===== src/rtl/pmod_adc_arbiter.sv =====
// Four-requester round-robin front end for a PMOD SPI ADC.
// Each grant runs one 16-bit command/response frame, then holds cs high for a minimum gap.
module pmod_adc_arbiter #(
    parameter int CLK_DIV = 4,
    parameter int GAP     = 2
) (
    input  logic        clk,
    input  logic        rst,
    input  logic [3:0]  req,
    input  logic [7:0]  req_ch,
    output logic [3:0]  gnt,
    output logic [3:0]  done,
    output logic [11:0] data,
    output logic        busy,
    output logic        cs,
    output logic        sclk,
    output logic        din,
    input  logic        dout
);

    typedef enum logic [1:0] {
        S_IDLE,
        S_SHIFT,
        S_DONE,
        S_GAP
    } state_t;

    localparam logic [7:0] DIV_LAST = 8'(CLK_DIV - 1);
    localparam logic [7:0] GAP_LAST = 8'(GAP - 1);

    state_t      state;
    state_t      state_nxt;
    logic [1:0]  ptr;
    logic [1:0]  win_idx;
    logic [1:0]  scan_idx;
    logic        win_found;
    logic [1:0]  ch;
    logic [7:0]  div_cnt;
    logic [7:0]  gap_cnt;
    logic [3:0]  bit_cnt;
    logic [11:0] rx_sr;
    logic [15:0] cmd_word;
    logic        div_last;
    logic        shift_end;

    assign cmd_word  = {2'b11, ch, 12'b0};
    assign div_last  = (div_cnt == DIV_LAST);
    assign shift_end = div_last && sclk && (bit_cnt == 4'd15);

    // Scan upward from the pointer; 2-bit addition wraps modulo 4.
    always_comb begin
        // NOTE: every always_comb output gets a default first so no path leaves it unassigned (no latch).
        win_found = 1'b0;
        win_idx   = ptr;
        scan_idx  = ptr;
        for (int k = 0; k < 4; k++) begin
            scan_idx = ptr + 2'(k);
            if (!win_found && req[scan_idx]) begin
                win_found = 1'b1;
                win_idx   = scan_idx;
            end
        end
    end

    always_ff @(posedge clk or posedge rst) begin
        if (rst) state <= S_IDLE;
        else     state <= state_nxt;
    end

    always_comb begin
        state_nxt = state;
        case (state)
            S_IDLE:  if (win_found) state_nxt = S_SHIFT;
            S_SHIFT: if (shift_end) state_nxt = S_DONE;
            S_DONE:  state_nxt = S_GAP;
            S_GAP:   if (gap_cnt == GAP_LAST) state_nxt = S_IDLE;
            default: state_nxt = S_IDLE;
        endcase
    end

    always_comb begin
        busy = (state != S_IDLE);
    end

    // Only the low 12 of the 16 received bits are kept; after 16 shifts they are the result field.
    always_ff @(posedge clk or posedge rst) begin
        if (rst) begin
            // NOTE: sequential state uses non-blocking assignments so every register sees pre-edge values.
            gnt     <= 4'b0;
            done    <= 4'b0;
            data    <= 12'b0;
            cs      <= 1'b1;
            sclk    <= 1'b0;
            din     <= 1'b0;
            ptr     <= 2'd0;
            ch      <= 2'd0;
            div_cnt <= 8'd0;
            gap_cnt <= 8'd0;
            bit_cnt <= 4'd0;
            rx_sr   <= 12'b0;
        end else begin
            case (state)
                S_IDLE: begin
                    if (win_found) begin
                        gnt     <= 4'b0001 << win_idx;
                        ch      <= req_ch[{win_idx, 1'b0} +: 2];
                        ptr     <= win_idx + 2'd1;
                        cs      <= 1'b0;
                        sclk    <= 1'b0;
                        din     <= 1'b1;
                        div_cnt <= 8'd0;
                        bit_cnt <= 4'd0;
                    end
                end
                S_SHIFT: begin
                    if (div_last) begin
                        div_cnt <= 8'd0;
                        if (!sclk) begin
                            sclk  <= 1'b1;
                            rx_sr <= {rx_sr[10:0], dout};
                        end else if (bit_cnt == 4'd15) begin
                            sclk <= 1'b0;
                            cs   <= 1'b1;
                            data <= rx_sr;
                            done <= gnt;
                            gnt  <= 4'b0;
                        end else begin
                            sclk    <= 1'b0;
                            bit_cnt <= bit_cnt + 4'd1;
                            din     <= cmd_word[4'd14 - bit_cnt];
                        end
                    end else begin
                        div_cnt <= div_cnt + 8'd1;
                    end
                end
                S_DONE: begin
                    done    <= 4'b0;
                    gap_cnt <= 8'd0;
                end
                S_GAP: begin
                    gap_cnt <= gap_cnt + 8'd1;
                end
                default: begin
                    done <= 4'b0;
                end
            endcase
        end
    end

endmodule

===== config.mk =====
export PLATFORM = sky130hd
export DESIGN_NAME = pmod_adc_arbiter
export DESIGN_NICKNAME = d
export VERILOG_FILES = /design/src/rtl/pmod_adc_arbiter.sv
export SDC_FILE = /design/constraint.sdc
export NUM_CORES = 1
export LEC_CHECK = 0
export BUFFER_PORTS_ARGS = -buffer_cell sky130_fd_sc_hd__buf_4
export CAP_MARGIN = 40
export CORE_ASPECT_RATIO = 1.75
export CORE_MARGIN = 2
export CORE_UTILIZATION = 30
export DETAILED_ROUTE_END_ITERATION = 8
export RECOVER_POWER = 100
export SETUP_SLACK_MARGIN = 0.15
export SYNTH_ARGS = -nofsm -noshare
export SYNTH_HDL_FRONTEND = slang
export SYNTH_SLANG_ARGS = --single-unit

===== constraint.sdc =====
create_clock -name clk -period 5.1 [get_ports clk]
set_clock_uncertainty 0.05 [all_clocks]
set_input_delay 0.51 -clock clk [delete_from_list [all_inputs] [get_ports clk]]
set_output_delay 0.51 -clock clk [all_outputs]
set_load 0.02 [all_outputs]

## Yosys cells after proc, flatten, opt, wreduce, memory -nomap -nowiden

Cells that the tools add are included.

| word-level totals | value |
|---|---|
| flip-flop bits (word level) | 61 |
| output and inout bits | 24 |

| cells by class | value |
|---|---|
| muxes and demuxes | 52 |
| equal/unequal tests | 13 |
| order comparisons | 5 |
| $add $sub $neg | 8 |
| bitwise gates (word level) | 1 |
| shift operators | 2 |
| reductions and logical operators | 22 |

Operators by type and width:

| operator | number |
|---|---|
| 4-bit two-way mux | 11 |
| 8-bit case mux with 2 select lines | 2 |
| 4-bit case mux with 2 select lines | 3 |
| 1-bit two-way mux | 19 |
| 8-bit by 1-bit adder with 8-bit output, second input constant | 2 |
| 8-bit two-way mux | 2 |
| 2-bit inequality test, second input constant | 7 |
| 2-bit by 3-bit less-than comparator with 1-bit output, second input constant | 4 |
| 2-bit two-way mux | 6 |
| 5-bit AND reduction | 2 |
| 3-bit AND reduction | 3 |
| 1-bit binary-select mux with 2-bit select | 4 |
| 8-bit by 1-bit == test with 1-bit output, second input constant | 1 |
| 8-bit by 2-bit == test with 1-bit output, second input constant | 1 |
| 2-bit case mux with 4 select lines | 1 |
| 4-bit AND reduction | 2 |
| 2-bit nonzero test | 4 |
| 8-bit by 4-bit indexed part select with 2-bit output | 1 |
| 1-bit case mux with 2 select lines | 3 |
| 1-bit logical AND | 5 |
| 4-bit by 5-bit less-than comparator with 1-bit output, second input constant | 1 |
| 2-bit by 1-bit adder with 2-bit output, second input constant | 2 |
| 2-bit adder, second input constant | 2 |
| 4-bit by 1-bit adder with 4-bit output, second input constant | 1 |
| 10 further kinds | 14 |

## Longest topological paths before layout

| depth | value |
|---|---|
| depth after elaboration | 15 |
| depth in mapped cells | 9 |
| gate-level depth less buffers | 7 |

## Least setup slack after synthesis

OpenSTA, ideal clock, no wires.

| timing path | value |
|---|---|
| path kind | flip-flop to flip-flop |
| start point | reg gap_cnt[1] |
| end point | reg state[1] |
| slack | 3.257 ns |
| path buffers | 0 |
| setup time | 0.128 ns |
| data required time | 4.922 ns |
| arrival | 1.665 ns |
| stages on the path, launching flop included | 7 |
| path through | dfrtp_1 -> inv_1 -> ha_1 -> or4b_1 -> o41ai_2 -> nand4_1 -> mux2_1 |

| between the ends | value |
|---|---|
| cells in the longest elaborated chain, start to end | 3 |

RTL lines:

| item | line | source |
|---|---|---|
| start, declared | 39 | `logic [7:0] gap_cnt;` |
| start signal, assigned | 141 | `gap_cnt <= gap_cnt + 8'd1;` |
| 8-bit by 1-bit == test with 1-bit output | 76 | `S_GAP: if (gap_cnt == GAP_LAST) state_nxt = S_IDLE;` |
| 2-bit inequality test (no source line) | - |  |
| 3-bit AND reduction (no source line) | - |  |
| end signal, assigned | 67 | `else state <= state_nxt;` |
| end, declared | 31 | `state_t state;` |

Every way passes these cells.
A chain may end at the register's enable or synchronous reset.

## Worst setup path in the final report

| timing path | value |
|---|---|
| start point | reg state[1] |
| end point | reg done[3] |

| between the ends | value |
|---|---|
| cells in the longest elaborated chain, start to end | 3 |
| elaborated cells on any way between the ends | 8 |
| classes of those cells | eq/ne: 5; mux: 1; reduce/logical: 2 |

RTL lines:

| item | line | source |
|---|---|---|
| 2-bit by 1-bit == test with 1-bit output / 2-bit == test (equally long branches) | 102 | `case (state)` |
| 2-bit inequality test (no source line) / 2-bit nonzero test (equally long branches) | - |  |
| 4-bit AND reduction (no source line) | - |  |
| end signal, assigned | 125 | `done <= gnt;` |
| end, declared | 12 | `output logic [3:0] done,` |

Parallel ways exist; a longest one is shown, timed or not.

==> metrics.csv <==
metric,value,unit
clock slew at reported path FFs,0.06,ns
RSZ-0062 raised after global routing,no,
H-tree levels,3,
Worst-Margin Slew,1.11,ns
chip height,136,um
layout cells sized above 1,0.153,
Yosys cell types,50,
required time worst endpoint,5.24,ns
IO Count,39,
CTS tree,done,
DRC viols,0,
Yosys reg bits,61,
CTS max path bufs,2,
Synth top area share,0.503,
"top cells by area, synth","dfrtp_1 50%, nand2_1 7.8%, mux2_2 4.9%, ha_1 3.8%, o21ai_0 3.7%",
Synth Area per Inst,9.98,um^2
cts hold-fix bufs,0,
worst vdd ir,0.191,mV
gr usage total,0.126,
Final ANT Viol Nets,0,
total grt overflow,0,
Pleak,1.69,nW
Num CTS Buffers,9,
setup TNS,0,ns
"Hold Vio Cnt, Final",0,
HPWL after detailed placement,4.55,mm
# Max-Cap Violations,0,
Slew HR,0.257,
row count,48,
Starting Density,0.305,
CTS sink cnt,61,
Pre-antenna DRT Iters,4,
Post CTS Setup Buffer Count,0,
pin count of the biggest net entering global routing,62,
critical path class,reg -> reg,
Max Clock Freq,384,MHz
Final min period,2.60,ns
Crit Path Max Fanout,19,
CP peak stage delay,0.67,ns
Vias/cell,4.99,
max-slew violations,0,
width of the chip,79.4,um
RePlAce Congestion,0.782,
YS warnings,0,
status,completed,
Mapped Cells,299,
DRT Wirelength,6.25,mm
slowest CP cell,or2_0,
DR iter-0 viols,105,
crit end category,flop,
ys flop type,dfrtp_1,
area growth from synthesis to layout,20.6,%
global-route wire length before repair,10.7,mm
register area share after synthesis,0.512,
Post-CTS Resized,0,
total number of vias,2353,
number of flops mapped to enable cells by yosys,0,
CP cell instances,inv_1 > ha_1 > nand4_1 > or2_0 > mux2i_1 > o21ai_0,
most frequent cell after synthesis,nand2_1,
fin crit share,0.510,
clk_lat worst skew,0.32,ns
# port buffers,38,
initial antenna violation count,0,
total core area,0.00979,mm^2
Mapped Area,0.00298,mm^2
WP buf/inv,1,
Final nets,366,
WHS,0.372,ns
family with the most delay on the worst path,simple AND/OR/NAND/NOR gates,
Post-synth top cells,"62 x nand2_1, 60 x dfrtp_1, 22 x o21ai_0",
endpoints failing setup,0,
die area,0.0108,mm^2
leading area contributor after synthesis,dfrtp_1,
syn nets,323,
vias in the first global route,2326,
diode count,0,
Synth async-reset ratio,1.00,
Startpoint Class,flop,
Root Driver,clkbuf_16,
arrival time worst endpoint,2.74,ns
Power Dens Cells,312,mW/mm^2
post-DR wirelength/cell,13.2,um
Hold Crit Class,in -> async,
## cells by family (layout without fill, tap and decap cells)
family                   count (synthesis)  count (layout)  synth area share
AND/OR/NAND/NOR                        129             129             0.208
adder cells (fa/ha/maj)                  9               9            0.0378
flip-flops                              61              61             0.512
buffers and inverters                   19              67            0.0260
XOR/XNOR                                 8               8            0.0235
multiplexers                            21              21            0.0763
AO/OA/AOI/OAI                           52              52             0.117
## cell type report
class | instances | area (um^2)
well taps | 125 | 156
multi-input cells | 219 | 1370
clock buffers | 9 | 225
inverters | 11 | 41.3
flip-flops and latches | 61 | 1530
repair buffers | 40 | 206
clock inverters | 7 | 75.1
fillers | 1012 | 6190
## through the flow
stage	utilization	std cells	area (um^2)	setup slack [ns]	total power, mW
final	0.368	472	3600	2.50	1.12
after floorplan	-	299	2980	3.03	0.518
after detailed placement	0.348	456	3400	2.59	0.538
after global placement	0.347	455	3400	2.63	0.537
after global routing	0.368	472	3600	2.23	1.17
after CTS	0.378	472	3700	2.59	1.14
## worst min-delay path, cell delays in order
cell and delay [ns]:
clkbuf_4 0.11, inv_1 0.04, buf_4 0.59
## metal layers
layer  GRT usage  vias up  wire length, um
met5           0        -                0
met4      0.0584        0              167
met3      0.0319       13              285
met2       0.217       54             3090
met1       0.144     1140             2700
li1            -     1146                -
## flip-flops by register name, indices dropped and copies added (netlist names)
signal and cells:
data 12, rx_sr 12, div_cnt 8, gap_cnt 8, bit_cnt 4, done 4
gnt 4, ch 2, ptr 2, state 2, cs 1, din 1
sclk 1
## cell usage in the layout (no fill, tap or decap), types with 2 or more instances in the layout
cell type  instances
clkinv_4           3
clkbuf_1          25
xnor2_1            3
ha_1               9
inv_1             10
nand4_1            9
o211ai_1           2
nand3_1           14
o22ai_1            3
mux2i_1            7
nand2_1           62
mux2_2            13
a21oi_1            6
clkbuf_16          9
a21o_1             3
a211o_1            2
dfrtp_1           60
nor2_1            20
nor3_1             4
and3_1             3
nor2b_1            3
nor4_1             3
o21ai_0           22
xor2_1             5
a32o_1             3
clkinv_2           2
buf_4             14
## worst paths after layout
| check | start | to | slack (ns) | depth (start not counted) |
|---|---|---|---|---|
| max | state[1] | done[3] | 2.50 | 6 |
| min | rst | gap_cnt[2] | 0.37 | 3 |
| max reg2reg | state[1] | done[3] | 2.50 | 6 |
| min reg2reg | rx_sr[11] | data[11] | 0.42 | 2 |
| max in group asynchronous | rst | gnt[3] | 4.12 | 3 |
| min in group clk | dout | rx_sr[0] | 0.37 | 2 |
## power by group
group | internal [mW] | switching (mW) | total (mW) | leakage (nW)
combinational | 0.0142 | 0.0227 | 0.0369 | 0.740
clock | 0.380 | 0.217 | 0.596 | 0.150
sequential | 0.487 | 0.00256 | 0.489 | 0.802
total | 0.881 | 0.242 | 1.12 | 1.69
(Power assumes the default switching activity.)
